--- config.mk ---
export PLATFORM = sky130hd
export DESIGN_NAME = switch_input
export DESIGN_NICKNAME = d
export VERILOG_FILES = /design/src/rtl/hack_io_pkg.sv /design/src/rtl/debouncer.sv /design/src/rtl/switch_input.sv
export SDC_FILE = /design/constraint.sdc
export NUM_CORES = 1
export LEC_CHECK = 0
export CORE_ASPECT_RATIO = 0.8
export CORE_MARGIN = 5
export CORE_UTILIZATION = 56
export CTS_CLUSTER_SIZE = 16
export DETAILED_ROUTE_END_ITERATION = 10
export HOLD_SLACK_MARGIN = 0.1
export PLACE_DENSITY = 0.8
export SYNTH_ARGS = -nofsm -noshare
export SYNTH_HDL_FRONTEND = slang
export SYNTH_SLANG_ARGS = --single-unit
--- constraint.sdc ---
create_clock -name clk -period 1.8 [get_ports clk]
set_input_delay 0.18 -clock clk [delete_from_list [all_inputs] [get_ports clk]]
set_output_delay 0.18 -clock clk [all_outputs]
set_load 0.005 [all_outputs]
--- src/rtl/hack_io_pkg.sv ---
// Shared constants for the Hack memory-mapped I/O block: register addresses
// and the default bit layout of the switch/button read word.
package hack_io_pkg;

    localparam int unsigned IO_DATA_W = 16;

    localparam logic [15:0] KBD_ADDR = 16'h6000;
    localparam logic [15:0] LED_ADDR = 16'h6001;
    localparam logic [15:0] SW_ADDR  = 16'h6002;

    // Default layout: 10 switches, 2 buttons, 2 press flags.
    localparam int unsigned SW_LSB  = 0;
    localparam int unsigned BTN_LSB = 10;
    localparam int unsigned PF_LSB  = 12;

endpackage

--- src/rtl/debouncer.sv ---
// One-bit two-flop synchroniser followed by a counting debouncer. Works in the
// raw pad polarity; RESET_LEVEL is the pad's idle level.
module debouncer #(
    parameter int unsigned DEBOUNCE_CYCLES = 50000,
    parameter logic        RESET_LEVEL     = 1'b0
) (
    input  logic clk,
    input  logic rst_n,
    input  logic raw,
    output logic stable
);

    localparam int unsigned CNT_W = $clog2(DEBOUNCE_CYCLES);
    localparam logic [CNT_W-1:0] CNT_MAX = CNT_W'(DEBOUNCE_CYCLES - 1);

    logic             sync1_q, sync2_q;
    logic             stable_q, stable_d;
    logic [CNT_W-1:0] cnt_q, cnt_d;

    // Count only while the synced level disagrees; any agreement restarts it.
    always_comb begin
        cnt_d    = '0;
        stable_d = stable_q;
        if (sync2_q != stable_q) begin
            if (cnt_q == CNT_MAX) begin
                stable_d = sync2_q;
            end else begin
                cnt_d = cnt_q + 1'b1;
            end
        end
    end

    always_ff @(posedge clk or negedge rst_n) begin
        if (!rst_n) begin
            sync1_q  <= RESET_LEVEL;
            sync2_q  <= RESET_LEVEL;
            stable_q <= RESET_LEVEL;
            cnt_q    <= '0;
        end else begin
            sync1_q  <= raw;
            sync2_q  <= sync1_q;
            stable_q <= stable_d;
            cnt_q    <= cnt_d;
        end
    end

    assign stable = stable_q;

endmodule

--- src/rtl/switch_input.sv ---
// Memory-mapped read register for slide switches and push-buttons: debounced
// levels plus sticky press flags cleared by a CPU read.
module switch_input
    import hack_io_pkg::*;
#(
    parameter int unsigned N_SW            = 10,
    parameter int unsigned N_BTN           = 2,
    parameter int unsigned DEBOUNCE_CYCLES = 50000,
    parameter bit          BTN_ACTIVE_LOW  = 1'b1
) (
    input  logic                 clk,
    input  logic                 rst_n,
    input  logic [N_SW-1:0]      sw,
    input  logic [N_BTN-1:0]     btn,
    input  logic                 read,
    output logic [IO_DATA_W-1:0] out
);

    logic [N_SW-1:0]  sw_stable;
    logic [N_BTN-1:0] btn_pad_stable;
    logic [N_BTN-1:0] btn_stable;
    logic [N_BTN-1:0] btn_prev_q, btn_prev_d;
    logic [N_BTN-1:0] pf_q, pf_d;
    logic [N_BTN-1:0] press_rise;
    logic [N_BTN-1:0] pf_vis;

    for (genvar i = 0; i < N_SW; i++) begin : g_sw
        debouncer #(
            .DEBOUNCE_CYCLES (DEBOUNCE_CYCLES),
            .RESET_LEVEL     (1'b0)
        ) u_deb (
            .clk    (clk),
            .rst_n  (rst_n),
            .raw    (sw[i]),
            .stable (sw_stable[i])
        );
    end

    for (genvar i = 0; i < N_BTN; i++) begin : g_btn
        debouncer #(
            .DEBOUNCE_CYCLES (DEBOUNCE_CYCLES),
            .RESET_LEVEL     (BTN_ACTIVE_LOW)
        ) u_deb (
            .clk    (clk),
            .rst_n  (rst_n),
            .raw    (btn[i]),
            .stable (btn_pad_stable[i])
        );
    end

    assign btn_stable = BTN_ACTIVE_LOW ? ~btn_pad_stable : btn_pad_stable;

    // A press is visible on the edge its stable bit rises, via press_rise, and
    // is folded into pf_q on the following edge unless that edge is a read.
    always_comb begin
        press_rise = btn_stable & ~btn_prev_q;
        pf_vis     = pf_q | press_rise;
        pf_d       = read ? '0 : pf_vis;
        btn_prev_d = btn_stable;
    end

    always_ff @(posedge clk or negedge rst_n) begin
        if (!rst_n) begin
            btn_prev_q <= '0;
            pf_q       <= '0;
        end else begin
            btn_prev_q <= btn_prev_d;
            pf_q       <= pf_d;
        end
    end

    always_comb begin
        out                          = '0;
        out[N_SW-1:0]                = sw_stable;
        out[N_SW +: N_BTN]           = btn_stable;
        out[N_SW + N_BTN +: N_BTN]   = pf_vis;
    end

endmodule
Word-level counts from Yosys, hierarchy flattened

Cells that the tools add are included.
W data, S select, Z words.

Add/sub/neg operators: 12
Multiply operators: 0
Divide/modulo/power cells: 0
$lt $le $gt $ge: 0
Equal/unequal tests: 24
Shift-type cells: 0
Multiplexer cells: 25
Bitwise gates (word level): 4
Reductions and logical operators: 12

Operator list:

| operator                | number |
|---|---|
| $mux W16                | 24 |
| $add A16 B1 Y16 const B | 12 |
| $eq A16 B16 Y1 const B  | 12 |
| $reduce_and A2 Y1       | 12 |
| $ne A1 B1 Y1            | 12 |
| $not A2 Y2              | 2 |
| $and A2 B2 Y2           | 1 |
| $mux W2                 | 1 |
| $or A2 B2 Y2            | 1 |

Register bits: 232
Latch bits: 0
Bits in writable memories: 0
Bits in read-only memories: 0
Memories kept: 0

Depth between registers and ports, before layout

Gate-level depths: netlist of the first run.

Depth after elaboration: 4
Depth in mapped cells: 6
Mapped depth without buffers: 5

Cells and area by module

A second synthesis of the first run with hierarchy kept.

Cell total of the unflattened synthesis: 1009
Area, all modules: 11444.7 µm²

Modules (own cells, without submodules):

| module                          | instances | cells an instance | area each (µm²) | seq. area each (µm²) |
|---|---|---|---|---|
| debouncer at g_sw[0].u_deb ...  | 10        | 83                | 937.1           | 475.5 |
| debouncer at g_btn[0].u_deb ... | 2         | 83                | 940.9           | 479.2 |
| switch_input                    | 1         | 13                | 191.4           | 100.1 |

Worst setup path after synthesis of the first run

No wires, ideal clock.

Kind: reg-to-reg
Start: reg g_sw[4].u_deb.cnt_q[5]
End: reg g_sw[4].u_deb.cnt_q[10]
Setup time: 0.119 ns
Data arrival time: 1.618 ns
Setup slack: 0.063 ns
Stages on the path, launching flop included: 6
Buffers on the path: 1
Period minus slack after synthesis: 1.737 ns
Path through: dfrtp_1 > nand4bb_1 > or4_4 > o31ai_4 > buf_6 > nor2_1

Cells in the longest elaborated chain, start to end: 3
Elaborated cells on any way between the ends: 4
Those cells by class: 1 x add/sub; 1 x eq/ne; 2 x mux

Ends and longest elaborated chain:

| what                                                     | RTL line                         | source |
|---|---|---|
| from (decl)                                              | debouncer.sv:18                  | `logic [CNT_W-1:0] cnt_q, cnt_d;` |
| from (signal assigned)                                   | debouncer.sv:43                  | `cnt_q <= cnt_d;` |
| $add A16 B1 Y16 / $eq A16 B16 Y1 (equally long branches) | debouncer.sv:28, debouncer.sv:25 |  |
| $mux W16 (*)                                             | debouncer.sv:25                  | `if (cnt_q == CNT_MAX) begin` |
| $mux W16 (*)                                             | debouncer.sv:24                  | `if (sync2_q != stable_q) begin` |
| net g_sw[4].u_deb.cnt_d[10]                              | debouncer.sv:18                  |  |

The timed path passes the listed nets; every way through them passes the cells marked *.
A chain may end at the register's enable or synchronous reset.

Worst setup path in the final report of the first run

Start: reg g_btn[0].u_deb.cnt_q[12]
End: reg g_btn[0].u_deb.cnt_q[5]

Cells in the longest elaborated chain, start to end: 3

Ends and longest elaborated chain:

| what                        | RTL line |
|---|---|
| from (decl)                 | debouncer.sv:18 |
| from (signal assigned)      | debouncer.sv:43 |
| $eq A16 B16 Y1              | debouncer.sv:25 |
| $mux W16                    | debouncer.sv:25 |
| $mux W16                    | debouncer.sv:24 |
| net g_btn[0].u_deb.cnt_d[5] | debouncer.sv:18 |

The timed path passes the listed nets, and every way through them passes these cells.

==> flow_summary_export.csv, run 1 <==
group,metric,value,unit
floorplan,fp.coreArea,19000,um^2
synthesis,synth-compound-area-share,2.15,%
synthesis,netlist_area,10800,um^2
synthesis,avgSynthCellArea,10.4,um^2
timing,period_minus_slack,1730,ps
run,max_cap_violations,0,
placed_design,dp_hpwl,13.1,mm
cts,cts_made_buffers,24,
drt,routed-wl-met2,8.95,mm
cts,cts_buffer_depth,3,
power,p_seq_share,50.9,%
power,p_total,10.6,mW
synthesis,synthSimpleGateAreaFrac,24.5,%
critical_path,critPathLaunchType,"flop",
layout,finish.net_count,1144,
critical_path,cp_data_required_time,2190,ps
placed_design,gp_congestion,0.861,
layout,layout_common_cells,"226 x dfrtp_1, 209 x nor2_1, 134 x xnor2_1",
timing,setup_tns,0,ps
placed_design,place_ws,52.9,ps
synthesis,synthDistinctLibCells,39,
drt,vias,7567,
timing,fmaxAchievable,577,MHz
global_route,grt_pass1_vias,7391,
timing,hold_slack,121,ps
global_route,grt_pass1_wl,34.7,mm
drt,drt_iter0_markers,601,
drt,m1WireLength,9.63,mm
critical_path,rrSetupSlack,70,ps
synthesis,syn-instance-count,1041,
power,p_per_area,847,nW/um^2
synthesis,yosysSeqAreaShare,53.9,%
synthesis,synth_fa_ha_area_share,1.39,%
power,comb_power_share,3.9,%
power,vdd_drop_max,636,uV
global_route,grt_overflow_total,0,
status,status,"finished, final reports clean",
power,swShare,21.0,%
floorplan,ios,31,
synthesis,synth.area.mux_share,1.25,%
cts,htreeDepth,1,
drt,final_antenna_net_count,0,
global_route,antenna_found_initial,0,
cts,cts-root-buf,"clkbuf_16",
drt,wl_per_cell,14.1,um
cts,cts_tree,"yes",
placed_design,portBuffers,28,
synthesis,synth_top_family_by_area,"simple AND/OR/NAND/NOR gates",
critical_path,critPathMaxFanout,11,
drt,dr.pass1.iters,6,
critical_path,path_class,"reg -> reg",
drt,maxUsedRoutingLayer,"met4",
global_route,grt_max_degree,54,
timing,setup_violations,0,
floorplan,die_w,165,um
drt,routed_wl,19.7,mm
synthesis,synth-seq-cells,232,
power,power.net_switching,2.22,mW
timing,clock_skew,6.54,ps
power,power_frac_clock,45.2,%
layout,drive_gt1_share,10.1,%
layout,diodes,0,
critical_path,setup.worst_path.end_class,"flop",
global_route,grt_use_total,18.4,%
layout,fillCellCount,1455,
critical_path,cp.arrival,2120,ps
drt,dr_wl_met3,687,um
timing,setup_slack,68.1,ps
synthesis,synthXorXnorAreaFrac,14.0,%
timing,final_max_slew_viol_count,0,
timing,hold_violations,0,
power,p_int,8.38,mW
drt,drc,0,
layout,final_common_cell,"dfrtp_1",
synthesis,yosysWarningCount,0,
layout,area_delta_synth_final,16.0,%
floorplan,rows,45,
floorplan,die_y,134,um
floorplan,die-area,22200,um^2
floorplan,start_util,56.9,%
cts,clock_latency,500,ps
power,p_leak,5.09,nW
cts,cts_num_sinks,232,
cts,clk_pin_slew,60,ps
hold_path,min_path_type,"in -> reg",
timing,period_share,96.2,%
drt,vias_per_cell,5.45,
critical path, cell delays in order (launching register included):
cell	delay, ps
dfrtp_1	430
nor4b_2	330
nand3b_1	200
o41ai_4	410
buf_6	200
nor2_1	60
sequential cells by signal (all words and copies together), names as in the netlist:
name	count
g_btn.u_deb.cnt_q	32
pf_q	2
g_sw.u_deb.cnt_q	160
g_btn.u_deb.sync1_q	2
g_sw.u_deb.stable	10
g_sw.u_deb.sync1_q	10
g_sw.u_deb.sync2_q	10
g_btn.u_deb.stable	2
btn_prev_q	2
g_btn.u_deb.sync2_q	2
kinds of logic after synthesis:
logic type,after synthesis
compound gates,21
flops,232
other cells,1
mux,12
buf+inv,60
fa+ha+maj,12
simple gates,530
xor+xnor,173
Yosys cell counts:
cell / instances / share of area, %
a21oi_1: 7 / 0.32
nor4_1: 49 / 2.8
and2_1: 1 / 0.058
inv_1: 34 / 1.2
and4_1: 2 / 0.16
buf_4: 16 / 1.1
o41ai_4: 4 / 1.0
dfrtp_1: 226 / 52
or2_0: 1 / 0.058
nand4_1: 50 / 2.9
nand4b_1: 1 / 0.081
nor2b_1: 2 / 0.12
nand3_1: 68 / 3.2
o31ai_1: 6 / 0.42
nand2_1: 48 / 1.7
nor4bb_1: 14 / 1.3
o21bai_1: 2 / 0.14
nor4b_1: 9 / 0.73
ha_1: 12 / 1.4
o21ai_0: 1 / 0.046
or4_4: 1 / 0.10
and3_1: 20 / 1.2
or2_2: 2 / 0.12
or4_1: 6 / 0.42
buf_6: 1 / 0.10
conb_1: 1 / 0.035
nand3_2: 1 / 0.093
nor2_1: 209 / 7.3
clkbuf_1: 9 / 0.31
or3_2: 1 / 0.070
dfstp_2: 6 / 1.5
xnor2_1: 134 / 11
nand3b_1: 2 / 0.14
o31ai_4: 1 / 0.20
mux2_2: 12 / 1.3
nor3_1: 38 / 1.8
nand4bb_1: 1 / 0.10
xor2_1: 39 / 3.2
or3_1: 4 / 0.23
power groups by stage:
stage	combinational (mW)	sequential, mW	clock (mW)
floorplan	0.179	5.47	0
global placement	0.392	5.48	0
detailed placement	0.400	5.49	0
CTS	0.420	5.40	4.96
global route	0.474	5.41	5.16
finish	0.410	5.40	4.80
metal layers:
metal | track usage, % | up-vias
met3 | 3.26 | 40
li1 | - | 3739
met1 | 27.7 | 3660
met5 | 0 | -
met4 | 4.30 | 0
met2 | 27.9 | 128
layout make-up:
cell class	instances	area, um^2	share of cell area, %
multi-input cells	750	4750	37.9
well taps	258	323	2.58
clock inverters	6	55.1	0.440
inverters	34	128	1.02
flip-flops and latches	232	5810	46.5
repair buffers	75	731	5.84
clock buffers	34	719	5.75
stage by stage:
stage	std cells	cell area [um^2]	utilization, %
after floorplan	1042	10800	-
after global placement	1339	11600	61.0
after detailed placement	1339	11600	61.0
after CTS	1388	12400	65.6
after global routing	1389	12500	66.0
final	1389	12500	66.0
worst paths after layout:
check / from / end / cells past startpoint
hold / removal: sw[4] / g_sw[4].u_deb.sync1_q / 1
min in group asynchronous: rst_n / g_sw[2].u_deb.cnt_q[12] / 2
setup reg to reg: g_btn[0].u_deb.cnt_q[12] / g_btn[0].u_deb.cnt_q[5] / 5
max in group asynchronous: rst_n / g_btn[0].u_deb.stable / 3
hold reg to reg: g_sw[0].u_deb.sync1_q / g_sw[0].u_deb.sync2_q / 0
setup / recovery: g_btn[0].u_deb.cnt_q[12] / g_btn[0].u_deb.cnt_q[5] / 5
timing repair:
item	4_1_cts	5_1_grt
hold buffers	8	0
endpoints found under the setup margin	3	50
resized for setup	4	12
hold endpoints to repair	233	0
buffers inserted	1	1
cloned	0	0
pin swaps	0	1
Note: power is estimated with default switching activity, not from simulation.
==> run 2: changes to the inputs <==
--- a/config.mk
+++ b/config.mk
@@ -7,11 +7,11 @@
 export LEC_CHECK = 0
 export CORE_ASPECT_RATIO = 0.8
 export CORE_MARGIN = 5
-export CORE_UTILIZATION = 56
+export CORE_UTILIZATION = 66
 export CTS_CLUSTER_SIZE = 16
 export DETAILED_ROUTE_END_ITERATION = 10
 export HOLD_SLACK_MARGIN = 0.1
-export PLACE_DENSITY = 0.8
+export PLACE_DENSITY = 0.89
 export SYNTH_ARGS = -nofsm -noshare
 export SYNTH_HDL_FRONTEND = slang
 export SYNTH_SLANG_ARGS = --single-unit
==> constraint.sdc (replaced) <==
create_clock -name clk -period 2.2 [get_ports clk]
set_input_delay 0.22 -clock clk [delete_from_list [all_inputs] [get_ports clk]]
set_output_delay 0.22 -clock clk [all_outputs]
set_load 0.005 [all_outputs]
==> run 2 against run 1 <==
Against the previous run: largest power group unchanged; final area decreased by 2.5%; non-clock buffer count fell by 29; count of clock-buffer cells in the layout increased by 3; combinational power shrank 25%; clock power shrank 12%; critical path depth unchanged.
==> flow_summary_export.csv, run 2 (synthesis gave the netlist of run 1 again) <==
group,metric,value,unit
layout,final_area,12200,um^2
cts,clk_pin_slew,60,ps
critical_path,cp.arrival,2400,ps
layout,final_common_cell,"dfrtp_1",
floorplan,fp.coreArea,15900,um^2
critical_path,max_stage_delay,530,ps
hold_path,min_path_type,"in -> reg",
global_route,grt_pass1_wl,36.4,mm
global_route,antenna_found_initial,0,
timing,period_share,91.0,%
run,max_cap_violations,0,
cts,cts_num_sinks,232,
global_route,grt_use_met2,35.8,%
timing,setup_slack,197,ps
global_route,grt_use_total,22.2,%
critical_path,crit_family,"simple AND/OR/NAND/NOR gates",
layout,largest_register_ffs,160,
timing,hold_slack,132,ps
layout,area_delta_synth_final,13.1,%
layout,diodes,0,
global_route,grt_pass1_vias,7771,
layout,layout_common_cells,"226 x dfrtp_1, 209 x nor2_1, 134 x xnor2_1",
global_route,met1_usage,31.1,%
timing,relSlewSlack,64.6,%
critical_path,path_buf_inv,1,
layout,top_register,"g_sw.u_deb.cnt_q",
floorplan,start_util,67.8,%
placed_design,place_ws,322,ps
timing,setup_violations,0,
critical_path,critPathLaunchType,"flop",
status,status,"finished, final reports clean",
critical_path,crit_path_top_delay_cell,"o41ai_4",
critical_path,cp_data_required_time,2600,ps
cts,cts_buffer_depth,3,
placed_design,gp_congestion,0.870,
layout,stdcell_count,1321,
cts,cts_tree,"yes",
placed_design,portBuffers,28,
placed_design,dp_hpwl,13.3,mm
cts,htreeDepth,1,
placed_design,dpl.cell_count,1275,
drt,drt_iter0_markers,642,
timing,period_minus_slack,2000,ps
global_route,grt_max_degree,54,
global_route,top_usage_layer,"met2",
drt,dr.pass1.iters,5,
power,vdd_drop_max,743,uV
floorplan,rows,41,
critical_path,path_class,"reg -> reg",
critical_path,critical_path.cell_chain,"nor4b_1 -> nand3b_1 -> o41ai_4 -> buf_4 -> nor2_1",
layout,drive_gt1_share,7.69,%
drt,wl_per_cell,15.6,um
drt,final_antenna_net_count,0,
drt,vias,7699,
power,p_per_area,732,nW/um^2
critical_path,critPathMaxFanout,11,
drt,drc,0,
timing,tightest_slew,530,ps
timing,clock_skew,18.7,ps
timing,hold_violations,0,
cts,cts-root-buf,"clkbuf_16",
drt,vias_per_cell,5.83,
timing,setup_tns,0,ps
floorplan,die-area,19000,um^2
timing,final_max_slew_viol_count,0,
global_route,grt_overflow_total,0,
floorplan,die_y,124,um
timing,rsz0062_at_grt,"false",
power,p_leak,4.96,nW
timing,fmaxAchievable,499,MHz
layout,top_regs,"g_sw.u_deb.cnt_q x160, g_btn.u_deb.cnt_q x32",
placed_design,placed_area,11300,um^2
critical_path,setup.worst_path.end_class,"flop",
drt,routed_wl,20.6,mm
cts,cts_made_buffers,24,
floorplan,die_w,153,um
cts,clock_latency,510,ps
global_route,gr-usage-met3,3.96,%
layout,finish.net_count,1115,
floorplan,ios,31,
==> run 2: worst register-to-register path, cell delays in order (launching register included) <==
cell and delay (ps):
dfrtp_1 420, nor4b_1 400, nand3b_1 210, o41ai_4 530
buf_4 260, nor2_1 70
==> run 2: cell type report <==
type	count	area (um^2)
sequential	232	5810
multi-input combinational	750	4690
fill	1030	3700
clock buffer	37	751
timing repair buffer	46	463
tap	215	269
inverter	34	128
clock inverter	7	96.3
==> run 2: repair_timing <==
| item | CTS | global route |
|---|---|---|
| gates resized for setup | 0 | 0 |
| setup buffers | 0 | 0 |
| endpoints found under the hold margin | 226 | 1 |
| hold buffers | 1 | 1 |
==> run 2: layer usage <==
metal	routed length [um]	up-vias	share of wire, %
met4	444	0	2.2
met2	9890	171	48
met1	9400	3809	46
li1	-	3678	-
met3	826	41	4.0
met5	0	-	0
==> run 2: worst paths after layout <==
path | startpoint | endpoint | slack (ps) | depth (start not counted)
min in group asynchronous | rst_n | g_sw[7].u_deb.cnt_q[2] | 210 | 2
max in group asynchronous | rst_n | g_sw[2].u_deb.cnt_q[12] | 1310 | 3
worst max-delay path | g_btn[0].u_deb.cnt_q[12] | g_btn[0].u_deb.cnt_q[5] | 200 | 5
worst min register to register | g_sw[6].u_deb.sync1_q | g_sw[6].u_deb.sync2_q | 340 | 0
worst max register to register | g_btn[0].u_deb.cnt_q[12] | g_btn[0].u_deb.cnt_q[5] | 200 | 5
worst min-delay path | btn[0] | g_btn[0].u_deb.sync1_q | 130 | 1
==> run 2: through the flow <==
stage | utilization, % | power [mW]
after floorplan | - | 4.62
after global placement | 71.3 | 4.78
after detailed placement | 71.3 | 4.80
after CTS | 76.7 | 9.02
after global routing | 76.8 | 9.27
final | 76.8 | 8.94
==> run 2: power by group <==
part	total (mW)	leakage, nW	internal (mW)	switching (mW)
Clock	4.22	0.421	2.59	1.63
Sequential	4.41	3.13	4.35	0.0681
Combinational	0.307	1.40	0.113	0.193
==> run 3: changes to the inputs <==
--- a/config.mk
+++ b/config.mk
@@ -7,11 +7,11 @@
 export LEC_CHECK = 0
 export CORE_ASPECT_RATIO = 0.8
 export CORE_MARGIN = 5
-export CORE_UTILIZATION = 66
+export CORE_UTILIZATION = 56
 export CTS_CLUSTER_SIZE = 16
 export DETAILED_ROUTE_END_ITERATION = 10
 export HOLD_SLACK_MARGIN = 0.1
-export PLACE_DENSITY = 0.89
+export PLACE_DENSITY = 0.8
 export SYNTH_ARGS = -nofsm -noshare
 export SYNTH_HDL_FRONTEND = slang
 export SYNTH_SLANG_ARGS = --single-unit
==> constraint.sdc (replaced) <==
create_clock -name clk -period 1.67 [get_ports clk]
set_input_delay 0.167 -clock clk [delete_from_list [all_inputs] [get_ports clk]]
set_output_delay 0.167 -clock clk [all_outputs]
set_load 0.005 [all_outputs]
==> run 3 against run 2 <==
Against the previous run: routed wire length is 2.3% higher; critical endpoint is now g_sw[1].u_deb.cnt_q[5]; final area is 6.4% higher; total power is 32% higher; utilization is 8.3 points lower; clock power is 31% higher; clock skew is 9.9 ps lower; largest power group unchanged; worst setup slack worse by 220 ps; critical path depth is 1 higher; fmax is 19% higher; final cell count is 7.7% higher; the run now ends with negative setup slack left; sequential share of layout area is 2.8 points lower.
==> flow_summary_export.csv, run 3 (synthesis gave the netlist of run 1 again) <==
group,metric,value,unit
drt,routed_wl,21.0,mm
timing,period_share,101,%
cts,cts_buffer_depth,3,
critical_path,crit_path_top_delay_cell,"dfrtp_1",
floorplan,start_util,56.9,%
floorplan,rows,45,
cts,cts_made_buffers,24,
placed_design,placed_area,11800,um^2
drt,vias,7851,
critical_path,critical_path.cell_chain,"nor4b_2 -> nand3b_1 -> buf_4 -> o41ai_4 -> buf_6 -> nor2_2",
global_route,grt_overflow_total,0,
cts,cts-root-buf,"clkbuf_16",
floorplan,ios,31,
layout,diodes,0,
placed_design,portBuffers,28,
layout,finish.net_count,1174,
timing,period_minus_slack,1690,ps
placed_design,dp_hpwl,13.2,mm
timing,fmaxAchievable,592,MHz
timing,hold_slack,89.1,ps
drt,final_antenna_net_count,0,
hold_path,min_path_type,"in -> async",
drt,drc,0,
timing,final_max_slew_viol_count,0,
layout,drive_gt1_share,15.0,%
critical_path,critPathMaxFanout,7,
timing,setup_slack,-19.8,ps
status,status,"finished with violations",
placed_design,gp_congestion,0.830,
layout,layout_common_cells,"226 x dfrtp_1, 198 x nor2_1, 134 x xnor2_1",
floorplan,fp.coreArea,19000,um^2
critical_path,max_stage_delay,400,ps
critical_path,critPathLaunchType,"flop",
floorplan,die_y,134,um
cts,cts_tree,"yes",
critical_path,setup.worst_path.end_class,"flop",
drt,dr.pass1.iters,4,
critical_path,cp.arrival,2090,ps
power,p_total,11.8,mW
power,p_per_area,908,nW/um^2
timing,setup_violations,26,
layout,top_register,"g_sw.u_deb.cnt_q",
layout,top_regs,"g_sw.u_deb.cnt_q x160, g_btn.u_deb.cnt_q x32",
drt,drt_iter0_markers,438,
cts,htreeDepth,1,
layout,final_area,13000,um^2
layout,final_common_cell,"dfrtp_1",
drt,vias_per_cell,5.52,
status,failed_checks,"negative setup slack",
critical_path,path_class,"reg -> reg",
power,p_leak,5.29,nW
cts,cts_num_sinks,232,
global_route,grt_max_degree,80,
timing,setup_tns,-251,ps
global_route,grt_pass1_wl,35.8,mm
global_route,grt_use_total,19.1,%
global_route,grt_pass1_vias,7684,
timing,clock_skew,8.87,ps
floorplan,die_w,165,um
placed_design,place_ws,-45.7,ps
global_route,antenna_found_initial,0,
layout,largest_register_ffs,160,
timing,hold_violations,0,
critical_path,cp_data_required_time,2070,ps
floorplan,die-area,22200,um^2
timing,rsz0062_at_grt,"true",
layout,area_delta_synth_final,20.3,%
cts,clk_pin_slew,60,ps
cts,clock_latency,510,ps
drt,wl_per_cell,14.8,um
power,vdd_drop_max,790,uV
run,max_cap_violations,0,
-- run 3: final cells by class --
class / count / area (um^2)
tap: 258 / 323
timing repair buffer: 105 / 987
fill: 1380 / 5990
clock buffer: 38 / 744
inverter: 34 / 128
sequential: 232 / 5810
clock inverter: 6 / 85.1
multi-input combinational: 750 / 4900
-- run 3: path summary, 6_finish.rpt --
path                                          from  cells after the start                      to  slack (ps)
max in group asynchronous                    rst_n                      3   g_btn[0].u_deb.stable         900
min reg2reg                  g_sw[1].u_deb.sync1_q                      0   g_sw[1].u_deb.sync2_q         350
max                        g_sw[1].u_deb.cnt_q[12]                      6  g_sw[1].u_deb.cnt_q[5]         -20
max reg2reg                g_sw[1].u_deb.cnt_q[12]                      6  g_sw[1].u_deb.cnt_q[5]         -20
min in group clk                             sw[9]                      1   g_sw[9].u_deb.sync1_q         110
min                                          rst_n                      2   g_sw[0].u_deb.sync2_q          90
-- run 3: what timing repair did --
action | CTS | global route
buffers inserted | 1 | 4
hold endpoints to repair | 235 | 0
pin swaps | 1 | 22
hold buffers | 11 | 0
resized for setup | 13 | 42
cloned | 0 | 1
setup endpoints to repair | 37 | 141
-- run 3: where the power goes --
| group | switching (mW) | internal (mW) |
|---|---|---|
| sequential | 0.0910 | 5.73 |
| combinational | 0.273 | 0.193 |
| clock | 2.15 | 3.36 |
| total | 2.51 | 9.28 |
-- run 3: stage by stage --
stage | utilization [%] | instances
final | 68.4 | 1423
after global routing | 68.4 | 1423
after CTS | 67.3 | 1419
after detailed placement | 62.1 | 1363
after global placement | 62.1 | 1363
after floorplan | - | 1042
-- run 3: worst max-delay path, delay by kind of cell (launching register included) --
| kind | cells | cell delay, ps |
|---|---|---|
| AND/OR/NAND/NOR | 3 | 540 |
| flip-flops | 1 | 400 |
| buffers and inverters | 2 | 380 |
| AO/OA/AOI/OAI | 1 | 270 |
-- run 3: layer usage --
layer / GRT usage [%] / part of all wire, % / up-vias
met5: 0 / 0 / -
li1: - / - / 3793
met3: 2.76 / 4.1 / 39
met1: 27.7 / 46 / 3845
met4: 5.40 / 2.5 / 0
met2: 30.3 / 47 / 174
